[src/rtl/hdlc_rx_ctrl.sv]
// HDLC receive sequencer: delimits frames using flag_detect, removes zero-bit stuffing,
// assembles LSB-first bytes and reports per-frame status.
module hdlc_rx_ctrl #(
    parameter int unsigned MIN_BYTES = 4,
    parameter int unsigned MAX_BYTES = 2048,
    parameter int unsigned CNT_W     = 12
) (
    input  logic       clk,
    input  logic       reset,
    input  logic       data,
    input  logic       flag,
    input  logic       abort,
    input  logic       idle,
    output logic [7:0] rx_byte,
    output logic       rx_valid,
    input  logic       rx_ready,
    output logic       rx_sof,
    output logic       frame_done,
    output logic [1:0] frame_status,
    output logic       overrun,
    output logic       line_idle
);

    localparam int unsigned BIT_W  = 4;
    localparam int unsigned ONES_W = 3;
    localparam int unsigned SKIP_W = 4;

    localparam logic [1:0] ST_OK       = 2'd0;
    localparam logic [1:0] ST_ABORT    = 2'd1;
    localparam logic [1:0] ST_BADLEN   = 2'd2;
    localparam logic [1:0] ST_OVERLONG = 2'd3;

    typedef enum logic [1:0] {
        HUNT = 2'd0,
        OPEN = 2'd1,
        DATA = 2'd2
    } state_t;

    state_t              state_q, state_d;
    logic [8:0]          sr_q, sr_d;
    logic [SKIP_W-1:0]   skip_q, skip_d;
    logic [ONES_W-1:0]   ones_q, ones_d;
    logic [BIT_W-1:0]    bitcnt_q, bitcnt_d;
    logic [CNT_W-1:0]    bytecnt_q, bytecnt_d;
    logic [7:0]          byte_sr_q, byte_sr_d;

    logic [7:0]          rx_byte_d;
    logic                rx_valid_d, rx_sof_d, frame_done_d, overrun_d, line_idle_d;
    logic [1:0]          frame_status_d;

    logic                x, proc_bit, clear_cnt, closing, byte_done;

    // State and output registers
    always_ff @(posedge clk or posedge reset) begin
        if (reset) begin
            state_q      <= HUNT;
            sr_q         <= '0;
            skip_q       <= '0;
            ones_q       <= '0;
            bitcnt_q     <= '0;
            bytecnt_q    <= '0;
            byte_sr_q    <= '0;
            rx_byte      <= '0;
            rx_valid     <= 1'b0;
            rx_sof       <= 1'b0;
            frame_done   <= 1'b0;
            frame_status <= ST_OK;
            overrun      <= 1'b0;
            line_idle    <= 1'b0;
        end else begin
            state_q      <= state_d;
            sr_q         <= sr_d;
            skip_q       <= skip_d;
            ones_q       <= ones_d;
            bitcnt_q     <= bitcnt_d;
            bytecnt_q    <= bytecnt_d;
            byte_sr_q    <= byte_sr_d;
            rx_byte      <= rx_byte_d;
            rx_valid     <= rx_valid_d;
            rx_sof       <= rx_sof_d;
            frame_done   <= frame_done_d;
            frame_status <= frame_status_d;
            overrun      <= overrun_d;
            line_idle    <= line_idle_d;
        end
    end

    // Next-state, destuffing and byte assembly
    always_comb begin
        state_d        = state_q;
        sr_d           = {sr_q[7:0], data};
        skip_d         = (skip_q != '0) ? skip_q - SKIP_W'(1) : skip_q;
        ones_d         = ones_q;
        bitcnt_d       = bitcnt_q;
        bytecnt_d      = bytecnt_q;
        byte_sr_d      = byte_sr_q;
        rx_byte_d      = rx_byte;
        rx_valid_d     = rx_valid & ~rx_ready;
        rx_sof_d       = rx_sof & ~(rx_valid & rx_ready);
        frame_done_d   = 1'b0;
        frame_status_d = frame_status;
        overrun_d      = overrun;
        line_idle_d    = idle;
        x              = sr_q[8];
        proc_bit       = 1'b0;
        clear_cnt      = 1'b0;
        closing        = 1'b0;
        byte_done      = 1'b0;

        // The flag's own bits drain through sr[8] during the next 8 cycles
        if (flag) begin
            skip_d = SKIP_W'(8);
        end

        case (state_q)
            HUNT: begin
                if (flag) begin
                    state_d = OPEN;
                end
            end
            OPEN: begin
                if (!flag) begin
                    if (abort || idle) begin
                        state_d = HUNT;
                    end else if (skip_q == '0) begin
                        state_d   = DATA;
                        proc_bit  = 1'b1;
                        clear_cnt = 1'b1;
                    end
                end
            end
            DATA: begin
                if (flag) begin
                    proc_bit = (skip_q == '0);
                    closing  = 1'b1;
                    state_d  = OPEN;
                end else if (abort) begin
                    frame_done_d   = 1'b1;
                    frame_status_d = ST_ABORT;
                    state_d        = HUNT;
                end else if (idle) begin
                    state_d = HUNT;
                end else if (skip_q == '0) begin
                    proc_bit = 1'b1;
                end
            end
            default: state_d = HUNT;
        endcase

        if (clear_cnt) begin
            ones_d    = '0;
            bitcnt_d  = '0;
            bytecnt_d = '0;
            overrun_d = 1'b0;
        end

        if (proc_bit) begin
            if (!x && ones_d == ONES_W'(5)) begin
                ones_d = '0;
            end else begin
                byte_sr_d = {x, byte_sr_d[7:1]};
                if (!x) begin
                    ones_d = '0;
                end else if (ones_d != ONES_W'(6)) begin
                    ones_d = ones_d + ONES_W'(1);
                end
                if (bitcnt_d == BIT_W'(7)) begin
                    byte_done = 1'b1;
                    bitcnt_d  = '0;
                    bytecnt_d = bytecnt_d + CNT_W'(1);
                end else begin
                    bitcnt_d = bitcnt_d + BIT_W'(1);
                end
            end
        end

        // The excess byte of an overlong frame is swallowed, not delivered
        if (byte_done) begin
            if (!closing && bytecnt_d == CNT_W'(MAX_BYTES + 1)) begin
                frame_done_d   = 1'b1;
                frame_status_d = ST_OVERLONG;
                state_d        = HUNT;
            end else if (!rx_valid || rx_ready) begin
                rx_byte_d  = byte_sr_d;
                rx_valid_d = 1'b1;
                rx_sof_d   = (bytecnt_d == CNT_W'(1));
            end else begin
                overrun_d = 1'b1;
            end
        end

        if (closing) begin
            frame_done_d   = 1'b1;
            frame_status_d = (bitcnt_d == '0 && bytecnt_d >= CNT_W'(MIN_BYTES)) ? ST_OK : ST_BADLEN;
        end
    end

endmodule
[config.mk]
export PLATFORM = sky130hd
export DESIGN_NAME = hdlc_rx_ctrl
export DESIGN_NICKNAME = d
export VERILOG_FILES = /design/src/rtl/hdlc_rx_ctrl.sv
export SDC_FILE = /design/constraint.sdc
export NUM_CORES = 1
export LEC_CHECK = 0
export ABC_AREA = 1
export CAP_MARGIN = 20
export CORE_MARGIN = 5
export CORE_UTILIZATION = 45
export DETAILED_ROUTE_END_ITERATION = 12
export GPL_TIMING_DRIVEN = 0
export HOLD_SLACK_MARGIN = 0.03
export PLACE_DENSITY_LB_ADDON = 0.3
export SYNTH_ARGS = -nofsm -noshare
export SYNTH_HDL_FRONTEND = slang
export SYNTH_SLANG_ARGS = --single-unit
[constraint.sdc]
create_clock -name clk -period 3.45 [get_ports clk]
set_input_delay 0.69 -clock clk [delete_from_list [all_inputs] [get_ports clk]]
set_output_delay 0.69 -clock clk [all_outputs]
set_load 0.005 [all_outputs]
* After elaboration in Yosys (flattened, before gate mapping)
Cells that the tools add are included.
** Word-level totals
- Bits in registers :: 57
- Input bits :: 7
** Cells by class
- $add $sub $neg :: 4
- Order comparisons :: 1
- Equality and inequality tests :: 7
- Muxes and demuxes :: 63
- Bitwise operators :: 6
- Reduce and logical (&&, ||, !) cells :: 14
** Operators by type and width (number)
- 2-to-1 mux 12 bit :: 4
- 2-to-1 mux 2 bit :: 16
- 2-to-1 mux 1 bit :: 28
- 2-to-1 mux 4 bit :: 6
- 2-to-1 mux 8 bit :: 2
- 2-to-1 mux 3 bit :: 5
- adder 12 x 1 -> 12 bit (second input constant) :: 1
- equality test 12 x 1 -> 1 bit (second input constant) :: 1
- equality test 12 bit (second input constant) :: 1
- >= comparator 12 x 3 -> 1 bit (second input constant) :: 1
- logical NOT 4 bit :: 2
- one-hot mux 2 bit (3 select lines) :: 1
- adder 4 x 1 -> 4 bit (second input constant) :: 1
- equality test 4 x 3 -> 1 bit (second input constant) :: 1
- nonzero test 4 bit :: 1
- subtractor 4 x 1 -> 4 bit (second input constant) :: 1
- adder 3 x 1 -> 3 bit (second input constant) :: 1
- bitwise AND 1 bit :: 3
- equality test 3 bit (second input constant) :: 1
- logical AND 1 bit :: 3
- logical NOT 1 bit :: 3
- != test 3 bit (second input constant) :: 1
- inverter 1 bit :: 3
- AND reduction 3 bit :: 1
- 6 further kinds :: 7

* Depth between registers and ports, before layout
Gate-level depths: netlist (run 1).
- Depth in word-level cells :: 15
- Depth in mapped cells :: 25
- Gate-level depth less buffers :: 24

* Least setup slack after synthesis (run 1)
Ideal clock, no wire load.
- Path kind :: input -> register
- From :: input idle
- To :: register state_q[1]
- Setup time :: 122 ps
- Data arrival time :: 2795 ps
- Required time :: 3328 ps
- Setup slack :: 533 ps
- Cell stages on the path :: 23
- Path buffers :: 2
- Cell sequence :: nor2_2 nand2_2 inv_1 nand2_2 buf_4 nand2_1 inv_1 ha_1 inv_1 nor2_1 nand3_2 nand2_2 nor2_8 buf_8 nand3_1 nand2_2 nand2_2 nor2_2 nand2_2 nor2_2 nand2_2 nand2_1 nor2_1
** Between the ends
- Word-level cells in the longest chain between the ends :: 13
- Elaborated cells between the ends (all ways) :: 31
- Those cells by class :: add/sub: 1; eq/ne: 3; mux: 24; reduce/logical: 3
** RTL lines
- start, declared :: RTL line 13 : input logic idle,
- logical OR 1 bit :: RTL line 123 : if (abort || idle) begin
- 2-to-1 mux 1 bit :: RTL line 123
- 2-to-1 mux 1 bit :: RTL line 122 : if (!flag) begin
- 2-to-1 mux 1 bit :: RTL line 115 : case (state_q)
- 2-to-1 mux 12 bit (tied with other cells) :: RTL line 150 : if (clear_cnt) begin
- adder 12 x 1 -> 12 bit (tied with other cells) :: RTL line 170 : bytecnt_d = bytecnt_d + CNT_W'(1);
- 2-to-1 mux 12 bit or logical AND 1 bit (tied branches) :: RTL line 167, 158
- 2-to-1 mux 12 bit :: RTL line 158 : if (!x && ones_d == ONES_W'(5)) begin
- 2-to-1 mux 12 bit :: RTL line 157 : if (proc_bit) begin
- equality test 12 bit :: RTL line 179 : if (!closing && bytecnt_d == CNT_W'(MAX_BYTES + 1)) begin
- logical AND 1 bit :: RTL line 179
- 2-to-1 mux 2 bit :: RTL line 179
- 2-to-1 mux 2 bit * :: RTL line 178 : if (byte_done) begin
- named net state_d[1] :: RTL line 39 : state_t state_q, state_d;
- end signal, assigned :: RTL line 71 : state_q <= state_d;
- end, declared :: RTL line 39
The timed path passes the listed nets; every way through them passes the cells marked *.
A chain may end at the register's enable or synchronous reset.

* Worst setup path in the final report (run 1)
- From :: register state_q[1]
- To :: register rx_sof
** Between the ends
- Word-level cells in the longest chain between the ends :: 11
- Elaborated cells between the ends (all ways) :: 25
- Those cells by class :: add/sub: 1; eq/ne: 6; mux: 15; reduce/logical: 3
** RTL lines
- equality test 2 x 1 -> 1 bit :: RTL line 115
- 2-to-1 mux 1 bit :: RTL line 115
- 2-to-1 mux 12 bit (tied with other cells) :: RTL line 150
- adder 12 x 1 -> 12 bit (tied with other cells) :: RTL line 170
- 2-to-1 mux 12 bit or logical AND 1 bit (tied branches) :: RTL line 167, 158
- 2-to-1 mux 12 bit :: RTL line 158
- 2-to-1 mux 12 bit :: RTL line 157
- equality test 12 x 1 -> 1 bit or equality test 12 bit (tied branches) :: RTL line 186, 179
- 2-to-1 mux 1 bit or logical AND 1 bit (tied branches) :: RTL line 183, 179
- 2-to-1 mux 1 bit :: RTL line 179
- 2-to-1 mux 1 bit * :: RTL line 178
- named net rx_sof_d :: RTL line 48 : logic rx_valid_d, rx_sof_d, frame_done_d, overrun_d, line_idle_d;
- end signal, assigned :: RTL line 80 : rx_sof <= rx_sof_d;
- end, declared :: RTL line 17 : output logic rx_sof,
Marks and branches as above.

==> results of run 1 <==
## per-layer routing
metal	up-vias	GRT usage [%]	wire [um]	part of all wire [%]
met5	-	0	0	0
met4	0	8.416	125	2.0
met3	12	2.600	187	3.0
met2	37	26.89	3075	49
met1	1145	19.64	2873	46
li1	1232	-	-	-
## cells in the mapped netlist
library cell / count / area [um^2]
o21bai_2: 1 / 11.26
nor3_2: 1 / 10.01
o21ai_4: 1 / 16.27
xor2_1: 3 / 26.28
inv_4: 1 / 6.260
nor2_2: 5 / 31.28
nand3_4: 2 / 35.03
nor2_8: 2 / 40.04
nand3_1: 11 / 55.05
o21ai_1: 3 / 15.01
o22ai_1: 3 / 18.77
buf_8: 1 / 15.01
buf_6: 1 / 11.26
inv_1: 58 / 217.7
nand3_2: 4 / 40.04
nor2_1: 31 / 116.4
nand2_4: 1 / 11.26
o21ai_0: 10 / 50.05
dfrtp_1: 57 / 1426
buf_2: 2 / 10.01
a32oi_1: 1 / 8.760
nand2_1: 95 / 356.6
buf_4: 1 / 7.510
nand4_1: 19 / 118.9
inv_2: 6 / 22.52
o21a_1: 1 / 7.510
a211oi_1: 1 / 7.510
clkbuf_1: 1 / 3.750
nand2_2: 13 / 81.33
nand3b_1: 1 / 7.510
a21boi_0: 1 / 7.510
o41ai_1: 1 / 8.760
xnor2_1: 1 / 8.760
a31oi_1: 1 / 6.260
ha_1: 9 / 112.6
a21oi_1: 3 / 15.01
nor3_1: 5 / 25.02
nor2_4: 7 / 78.83
## repair_timing
item / in CTS / in global routing
pin swaps: 0 / 5
resized for setup: 1 / 15
buffers inserted: 0 / 8
gates cloned: 0 / 1
setup endpoints to repair: 16 / 16
## sequential cells by signal, summed over array words and instances, names as in the netlist
| signal | count |
|---|---|
| rx_sof | 1 |
| frame_status | 2 |
| rx_byte | 8 |
| bitcnt_q | 4 |
| skip_q | 4 |
| rx_valid | 1 |
| state_q | 2 |
| frame_done | 1 |
| line_idle | 1 |
| overrun | 1 |
| byte_sr_q | 8 |
| ones_q | 3 |
| bytecnt_q | 12 |
| sr_q | 9 |
## through the flow
stage / setup slack (ns) / hold WS, ns / utilization, %
after CTS: 0.008874 / 0.3528 / 53.48
final: 0.3480 / 0.3486 / 55.24
after floorplan: 0.5332 / 0.3312 / -
after detailed placement: -0.4958 / 0.3381 / 50.56
after global routing: 0.008322 / 0.3606 / 55.24
after global placement: -0.4653 / 0.3371 / 50.26
## cell families after synthesis
| kind of cell | count (synthesis) | synth area share, % |
|---|---|---|
| AOI/OAI and AO/OA | 27 | 5.665 |
| xor gates and xnor gates | 4 | 1.150 |
| adders and majority gates | 9 | 3.695 |
| buffers and inverters | 71 | 9.647 |
| DFF | 57 | 46.80 |
| and+or+nand+nor | 197 | 33.05 |
## power groups by stage
stage,sequential (mW),combinational (mW),clock (mW)
4_1_cts,0.863,0.587,0.631
3_3_place_gp,0.869,0.564,0
2_1_floorplan,0.860,0.466,0
6_report,0.863,0.615,0.620
3_5_place_dp,0.875,0.582,0
5_1_grt,0.878,0.714,0.671
## worst register-to-register path, delay by kind of cell (launching register included)
family                   cells  cell delay [ns]
AND/OR/NAND/NOR             16             1.64
buffers and inverters        6             0.63
flip-flops                   1             0.39
adder cells (fa/ha/maj)      2             0.39
## final cells by class
cell class	instances	area (um^2)
Tap cell	80	100.1
Fill cell	634	2990
Clock inverter	5	55.05
Inverter	65	246.5
Sequential cell	57	1426
Timing Repair Buffer	30	290.3
Buffer	6	51.30
Multi-Input combinational cell	238	1380
Clock buffer	11	141.4
## final timing paths
check,cells past startpoint,end,slack (ns),startpoint
max,24,rx_sof,0.35,state_q[1]
min,0,sr_q[7],0.35,sr_q[6]
max reg2reg,24,rx_sof,0.35,state_q[1]
min reg2reg,0,sr_q[7],0.35,sr_q[6]
max in group asynchronous,3,byte_sr_q[2],2.21,reset
min in group asynchronous,2,sr_q[5],0.69,reset
==> metrics.csv, run 1 <==
metric,value,unit
final slew viol count,0,
Pint,1.391,mW
"Area growth, synth to finish",21.10,%
Tmin final,3.102,ns
Port Buffers,21,
Top-Level Pins,22,
Syn Inst Count,365,
register area share after synthesis,46.80,%
kind of critical path,flop to flop,
status,completed,
core area,6681,um^2
GRT Total Usage,15.98,%
CP max stage delay,0.39,ns
switch share,33.73,%
worst rel slew slack,68.58,%
total grt overflow,0,
root buffer cell,clkbuf_8,
CP dominant cell by count,nand2_1,
Worst path top cell family by delay,simple AND/OR/NAND/NOR gates,
"CTS clk-pin slew, worst paths",0.07,ns
Setup Skew,0.005827,ns
Max Clk Rate,0.3224,GHz
"Cell Chain, Critical Path",inv_1 > ha_2 > nand2_4 > inv_1 > nand2_2 > buf_6 > nand2_1 > inv_1 > ha_2 > nand2_1 > nor2_4 > nand2_2 > nor2_8 > buf_8 > nand3_2 > nand2_2 > nand2_1 > nor2_2 > nand2_2 > inv_2 > nand2_4 > nand3_4 > nand2_1 > nand2_1,
CP required,3.73,ns
initial antenna violation count,0,
Ys Warns,0,
Syn Nets,381,
logic gate share of total power,29.3,%
DRT iter0 DRCs,141,
Seq pwr share,41.1,%
RSZ-0062 raised after global routing,no,
Initial Util,45.62,%
number of global-route vias before repair,2470,
maximum vdd drop,0.4059,mV
CTS tree,built,
HPWL after DPL,4.489,mm
final hold vios,0,
Final ANT Viol Nets,0,
Max-Cap Viols,0,
cts hold-fix bufs,0,
drt via density,4.931,
"Power, Total",2.098,mW
clock latency on the worst-skew pair,0.33,ns
layout net count,423,
drt pass-1 iters,4,
Critical Path Sink Type,flop,
WL/cell,12.73,um
dpl cell area,3378,um^2
dpl cells,467,
Clock Sinks,57,
H-tree Lvls,3,
clock power share,29.5,%
Via Count,2426,
"Avg Cell Area, Syn",8.350,um^2
Total Wirelength,6.262,mm
largest net degree at the start of global routing,37,
TritonCTS buffer count,9,
RePlAce Congestion,0.8741,
setup TNS,0,ns
post-synth cell types,38,
setup violators final,0,
most frequent cells in the layout,"95 x nand2_1, 57 x dfrtp_1, 56 x inv_1, 30 x nor2_1, 19 x nand4_1",
DIE AREA,8519,um^2
"most common cell after layout, fill and taps aside",nand2_1,
Psw,0.7078,mW
crit start category,flop,
die height,92.30,um
Finished Layout Cells,492,
Yosys reg bits,57,
Site Rows,30,
Die Wd,92.30,um
area of the mapped netlist,3048,um^2
ant diodes,0,
Crit Path Max Fanout,11,
crit path buf inv count,6,
first-pass GRT wire length,10.99,mm
pwr dens,568.5,nW/um^2
CTS max path bufs,2,
LEAKAGE,1.998,nW
layout cells sized above 1,19.66,%
CP Data Arrival Time,3.38,ns
fin crit share,89.91,%
pin slew with the least headroom to its limit,0.4707,ns
worst hold path type,flop to flop,
drt drc,0,
post-route cell area,3691,um^2
CP max stage cell,dfrtp_1,
(Power assumes the default switching activity.)
==> inputs of run 2 (changes only) <==
- PLACE_DENSITY_LB_ADDON: 0.3 -> 0.15
==> run 2 against run 1 <==
  * Final area fell by 0.68%
  * Global-route usage rose by 0.73 points
  * Worst setup slack got worse by 0.081 ns
  * Count of clock-buffer cells in the layout is 1 lower
==> metrics.csv, run 2 (synthesis results as in run 1) <==
metric,value,unit,change
Clock Sinks,57,,unchanged
total grt overflow,0,,unchanged
final slew viol count,0,,unchanged
CP max stage cell,dfrtp_1,,
fin crit share,92.27,%,+2.4 points
Largest regs,"bytecnt_q (12), sr_q (9)",,
Top-Level Pins,22,,unchanged
clock latency on the worst-skew pair,0.34,ns,about the same
initial antenna violation count,0,,unchanged
Tmin final,3.183,ns,+0.08132 ns
R2R Path Start,skip_q[0],,
cts hold-fix bufs,0,,unchanged
Hold Path Depth,0,,unchanged
worst hold path type,flop to flop,,
core area,6681,um^2,unchanged
Min-Delay Startpoint,sr_q[6],,
die height,92.30,um,unchanged
worst rel slew slack,69.52,%,+0.94 points
CP Data Arrival Time,3.41,ns,+0.03 ns
Max Clk Rate,0.3141,GHz,-2.6%
"Cell Chain, Critical Path",inv_1 > ha_4 > nand3_4 > inv_4 > nand2_2 > buf_8 > nand2_1 > inv_1 > ha_1 > inv_1 > nor2_2 > nand3_2 > nand2_2 > nor2_8 > buf_12 > nand4_1 > nand2_1 > nand2_1 > nor2_2 > nand2_2 > nor2_2 > nand2_2 > nand2_1 > nor2_1,,
largest net degree at the start of global routing,42,,+14%
status,completed,,
maximum vdd drop,0.3014,mV,-26%
most frequent cells in the layout,"95 x nand2_1, 57 x inv_1, 57 x dfrtp_1, 30 x nor2_1, 19 x nand4_1",,
HPWL after DPL,4.669,mm,+4.0%
first-pass GRT wire length,11.18,mm,+1.8%
Die Wd,92.30,um,unchanged
ant diodes,0,,unchanged
crit start category,flop,,
CP max stage delay,0.39,ns,about the same
"Area growth, synth to finish",20.28,%,
LEAKAGE,1.998,nW,about the same
drt drc,0,,unchanged
Max-Cap Viols,0,,unchanged
dpl cells,467,,unchanged
number of global-route vias before repair,2297,,-7.0%
Port Buffers,21,,unchanged
TritonCTS buffer count,9,,unchanged
Total Wirelength,6.601,mm,+5.4%
final hold vios,0,,unchanged
WL/cell,13.42,um,+5.4%
layout net count,423,,unchanged
CTS max path bufs,2,,unchanged
RSZ-0062 raised after global routing,no,,
RePlAce Congestion,0.7789,,-11%
Psw,0.7372,mW,+4.2%
crit path capture,state_q[1],,
Crit Path Max Fanout,10,,-1
R2R depth,24,,unchanged
root buffer cell,clkbuf_8,,
setup TNS,0,ns,unchanged
H-tree Lvls,3,,unchanged
drt pass-1 iters,4,,unchanged
switch share,35.83,%,+2.1 points
Via Count,2416,,-0.41%
Seq pwr share,41.9,%,+0.8 points
Critical Path Sink Type,flop,,
"most common cell after layout, fill and taps aside",nand2_1,,
layout cells sized above 1,19.17,%,-0.49 points
pwr dens,561.2,nW/um^2,-1.3%
reg2reg end,state_q[1],,
Pint,1.320,mW,-5.1%
post-layout util,54.87,%,-0.37 points
CTS tree,built,,
GRT Total Usage,16.72,%,+0.73 points
clock power share,27.7,%,-1.8 points
pin slew with the least headroom to its limit,0.4573,ns,-0.01341 ns
DIE AREA,8519,um^2,unchanged
setup violators final,0,,unchanged
DRT iter0 DRCs,161,,+14%
"Most flops, register",bytecnt_q,,
CP required,3.68,ns,-0.05 ns
"setup slack, reg-to-reg",0.27,ns,-0.08 ns
logic gate share of total power,30.4,%,+1.1 points
Initial Util,45.62,%,unchanged
max FFs per register,12,,unchanged
Setup Skew,0.01147,ns,+0.005645 ns
Site Rows,30,,unchanged
kind of critical path,flop to flop,,
Finished Layout Cells,492,,unchanged
Fill cells,650,,+2.5%
"CTS clk-pin slew, worst paths",0.08,ns,about the same
Final ANT Viol Nets,0,,unchanged
drt via density,4.911,,-0.41%
CP startpoint,skip_q[0],,
[run 2: cell types whose count changed in the layout (fill, tap and decap cells not counted), sizes merged]
cell    before  now
inv         65   66
clkinv       2    3
bufinv       1    0
clkbuf      13   12
[run 2: area by class of cell]
class / count / area, um^2 / area share [%]
inverters: 65 / 246.5 / 6.724
well taps: 80 / 100.1 / 2.730
repair buffers: 30 / 290.3 / 7.918
clock buffers: 10 / 137.6 / 3.754
flip-flops and latches: 57 / 1426 / 38.91
plain buffers: 6 / 60.06 / 1.638
clock inverters: 6 / 42.54 / 1.160
multi-input cells: 238 / 1363 / 37.17
[run 2: how the worst min path moves through the flow]
stage	end	slack [ns]
3_3_place_gp	sr_q[5]	0.33
4_1_cts	sr_q[3]	0.36
6_report	sr_q[7]	0.35
3_5_place_dp	sr_q[7]	0.34
2_1_floorplan	sr_q[1]	0.33
5_1_grt	sr_q[3]	0.36
[run 2: layer usage]
| layer | routed length, um | vias up | global-route usage, % |
|---|---|---|---|
| li1 | - | 1233 | - |
| met1 | 3046 | 1128 | 22.55 |
| met2 | 3199 | 44 | 26.47 |
| met3 | 256 | 11 | 3.006 |
| met4 | 99 | 0 | 6.931 |
| met5 | 0 | - | 0 |
[run 2: worst max-delay path: cells and delay by family, from the launching register on]
family / cells / cell delay (ns)
and+or+nand+nor: 16 / 1.61
buffers and inverters: 6 / 0.67
adders and majority gates: 2 / 0.39
DFF: 1 / 0.39
[run 2: through the flow]
step | worst slack (ns) | cell area (um^2) | hold WS (ns) | power, mW
global route | 0.01255 | 3666 | 0.3575 | 2.211
detailed placement | -0.5609 | 3378 | 0.3404 | 1.467
finish | 0.2667 | 3666 | 0.3531 | 2.057
CTS | 0.04148 | 3573 | 0.3557 | 2.046
global placement | -0.5056 | 3358 | 0.3339 | 1.440
floorplan | 0.5332 | 3048 | 0.3312 | 1.327
[run 2: timing repair]
item,4_1_cts,5_1_grt
setup endpoints to repair,16,16
gates resized for setup,3,10
gates cloned,0,1
pin swaps,1,3
buffers inserted,1,7
[run 2: power groups by stage]
| stage | registers, mW | logic (mW) | clock network (mW) |
|---|---|---|---|
| 2_1_floorplan | 0.860 | 0.466 | 0 |
| 3_3_place_gp | 0.871 | 0.569 | 0 |
| 3_5_place_dp | 0.878 | 0.589 | 0 |
| 4_1_cts | 0.865 | 0.597 | 0.584 |
| 5_1_grt | 0.878 | 0.715 | 0.618 |
| 6_report | 0.863 | 0.625 | 0.570 |
==> inputs of run 3 (changes only) <==
- CORE_MARGIN: 5 -> 4
- GPL_TIMING_DRIVEN: 0 -> not set
- TNS_END_PERCENT: not set -> 1
==> run 3 against run 2 <==
  * Worst setup slack improved by 0.11 ns
  * Total power fell by 0.34%
  * Via count fell by 3.1%
  * Fmax rose by 3.6%
  * Sequential share of layout area rose by 0.61 points
  * Critical path depth did not move
  * First-iteration DRC count fell by 20%
  * Die area fell by 4.3%
  * Core utilization rose by 1.0 points
  * Largest cell class unchanged
==> metrics.csv, run 3 (synthesis results as in run 1) <==
metric,value,unit,change
CP required,3.67,ns,about the same
total grt overflow,0,,unchanged
post-route cell area,3610,um^2,-1.5%
switch share,35.36,%,-0.47 points
CTS max path bufs,2,,unchanged
kind of critical path,input port to flop,,
core area,6459,um^2,-3.3%
CP max stage cell,clkdlybuf4s50_1,,
CP max stage delay,0.43,ns,+0.04 ns
Port Buffers,21,,unchanged
status,completed,,
Clock Sinks,57,,unchanged
"most common cell after layout, fill and taps aside",nand2_1,,
largest net degree at the start of global routing,58,,+38%
drt drc,0,,unchanged
cts hold-fix bufs,0,,unchanged
Via Count,2341,,-3.1%
Fill cells,596,,-8.3%
Initial Util,47.19,%,+1.6 points
DRT iter0 DRCs,128,,-20%
"Cell Chain, Critical Path",clkdlybuf4s50_1 > nor2_2 > nand2_2 > inv_1 > nand2_2 > nand2_1 > inv_1 > ha_1 > inv_1 > nor2_1 > nand3_2 > nand2_2 > nor2_8 > nand2_1 > nor2_1 > nand2_1 > nand2_1 > nand2_2 > inv_1 > nand2_1 > nor2_2 > nand2_2 > nand2_1 > nor2_1,,
Crit Path Max Fanout,15,,+5
Final ANT Viol Nets,0,,unchanged
Setup Skew,0.01042,ns,-0.001053 ns
Tmin final,3.073,ns,-0.1100 ns
Site Rows,29,,-3.3%
DIE AREA,8154,um^2,-4.3%
Seq pwr share,41.9,%,about the same
root buffer cell,clkbuf_8,,
Critical Path Sink Type,flop,,
Largest regs,"bytecnt_q (12), sr_q (9)",,
worst rel slew slack,53.21,%,-16 points
LEAKAGE,1.966,nW,-1.6%
final slew viol count,0,,unchanged
multi-input combinational cell area,1330,um^2,-2.4%
Pint,1.325,mW,+0.38%
layout net count,423,,unchanged
final hold vios,0,,unchanged
initial antenna violation count,0,,unchanged
worst hold path type,flop to flop,,
pin slew with the least headroom to its limit,0.7019,ns,+0.2446 ns
number of global-route vias before repair,2309,,+0.52%
RSZ-0062 raised after global routing,no,,
layout cells sized above 1,18.93,%,-0.24 points
Total Wirelength,5.877,mm,-11%
Reg area,1426,um^2,unchanged
HPWL after DPL,4.302,mm,-7.9%
Die Wd,90.30,um,-2.2%
Max-Cap Viols,0,,unchanged
maximum vdd drop,0.3398,mV,+13%
TritonCTS buffer count,9,,unchanged
CP Data Arrival Time,3.29,ns,-0.12 ns
"Most flops, register",bytecnt_q,,
post-cts resize count,0,,-3
post-CTS setup buffers,0,,-1
post-layout util,55.89,%,+1.0 points
die height,90.30,um,-2.2%
pwr dens,568.0,nW/um^2,+1.2%
dpl cell area,3427,um^2,+1.4%
logic gate share of total power,30.4,%,about the same
CTS tree,built,,
"CTS clk-pin slew, worst paths",0.07,ns,about the same
setup violators final,0,,unchanged
crit start category,input port,,
fin crit share,89.08,%,-3.2 points
RePlAce Congestion,0.8612,,+11%
Max Clk Rate,0.3254,GHz,+3.6%
most frequent cells in the layout,"95 x nand2_1, 57 x inv_1, 57 x dfrtp_1, 30 x nor2_1, 21 x clkdlybuf4s50_1",,
max FFs per register,12,,unchanged
ant diodes,0,,unchanged
first-pass GRT wire length,10.63,mm,-4.9%
WL/cell,12.02,um,-10%
Top-Level Pins,22,,unchanged
drt via density,4.787,,-2.5%
"Area growth, synth to finish",18.43,%,
GRT Total Usage,16.07,%,-0.65 points
Psw,0.7251,mW,-1.6%
drt pass-1 iters,4,,unchanged
clock latency on the worst-skew pair,0.33,ns,about the same
CP dominant cell by count,nand2_1,,
H-tree Lvls,3,,unchanged
clock power share,27.8,%,about the same
setup TNS,0,ns,unchanged
run 3: layout make-up:
| type | count | area share, % |
|---|---|---|
| Clock buffer | 10 | 3.813 |
| Clock inverter | 6 | 1.179 |
| Tap cell | 77 | 2.669 |
| Multi-Input combinational cell | 237 | 36.85 |
| Inverter | 65 | 6.828 |
| Timing Repair Buffer | 37 | 9.151 |
| Sequential cell | 57 | 39.51 |
run 3: worst paths after layout:
| path | to | cells past startpoint | slack [ns] | start |
|---|---|---|---|---|
| setup / recovery | state_q[1] | 24 | 0.38 | idle |
| hold / removal | sr_q[3] | 0 | 0.35 | sr_q[2] |
| min in group asynchronous | frame_status[0] | 3 | 0.87 | reset |
| setup reg to reg | state_q[1] | 24 | 0.51 | skip_q[0] |
| hold reg to reg | sr_q[3] | 0 | 0.35 | sr_q[2] |
| max in group asynchronous | rx_sof | 3 | 2.11 | reset |
run 3: power by group through the flow:
stage / sequential, mW / combinational (mW) / clock [mW]
3_3_place_gp: 0.871 / 0.623 / 0
5_1_grt: 0.877 / 0.713 / 0.621
3_5_place_dp: 0.873 / 0.622 / 0
2_1_floorplan: 0.860 / 0.466 / 0
4_1_cts: 0.860 / 0.627 / 0.587
6_report: 0.859 / 0.622 / 0.569
run 3: stage by stage:
step	setup slack (ns)	hold WS, ns	total power [mW]	cells
6_report	0.3767	0.3486	2.050	489
5_1_grt	0.03534	0.3600	2.211	489
4_1_cts	0.3635	0.3504	2.075	489
3_5_place_dp	0.02783	0.3347	1.495	473
3_3_place_gp	0.06378	0.3374	1.493	473
2_1_floorplan	0.5332	0.3312	1.327	365
run 3: critical path: cells and delay by family:
family	cells	cell delay, ns
buffers and inverters	5	0.69
and+or+nand+nor	18	1.71
adders and majority gates	1	0.19
run 3: routing by layer:
metal	track usage [%]	up-vias	wire length, um
met1	22.51	1061	3032
met5	0	-	0
met4	6.760	0	74
met3	4.250	8	193
met2	23.46	37	2577
li1	-	1235	-
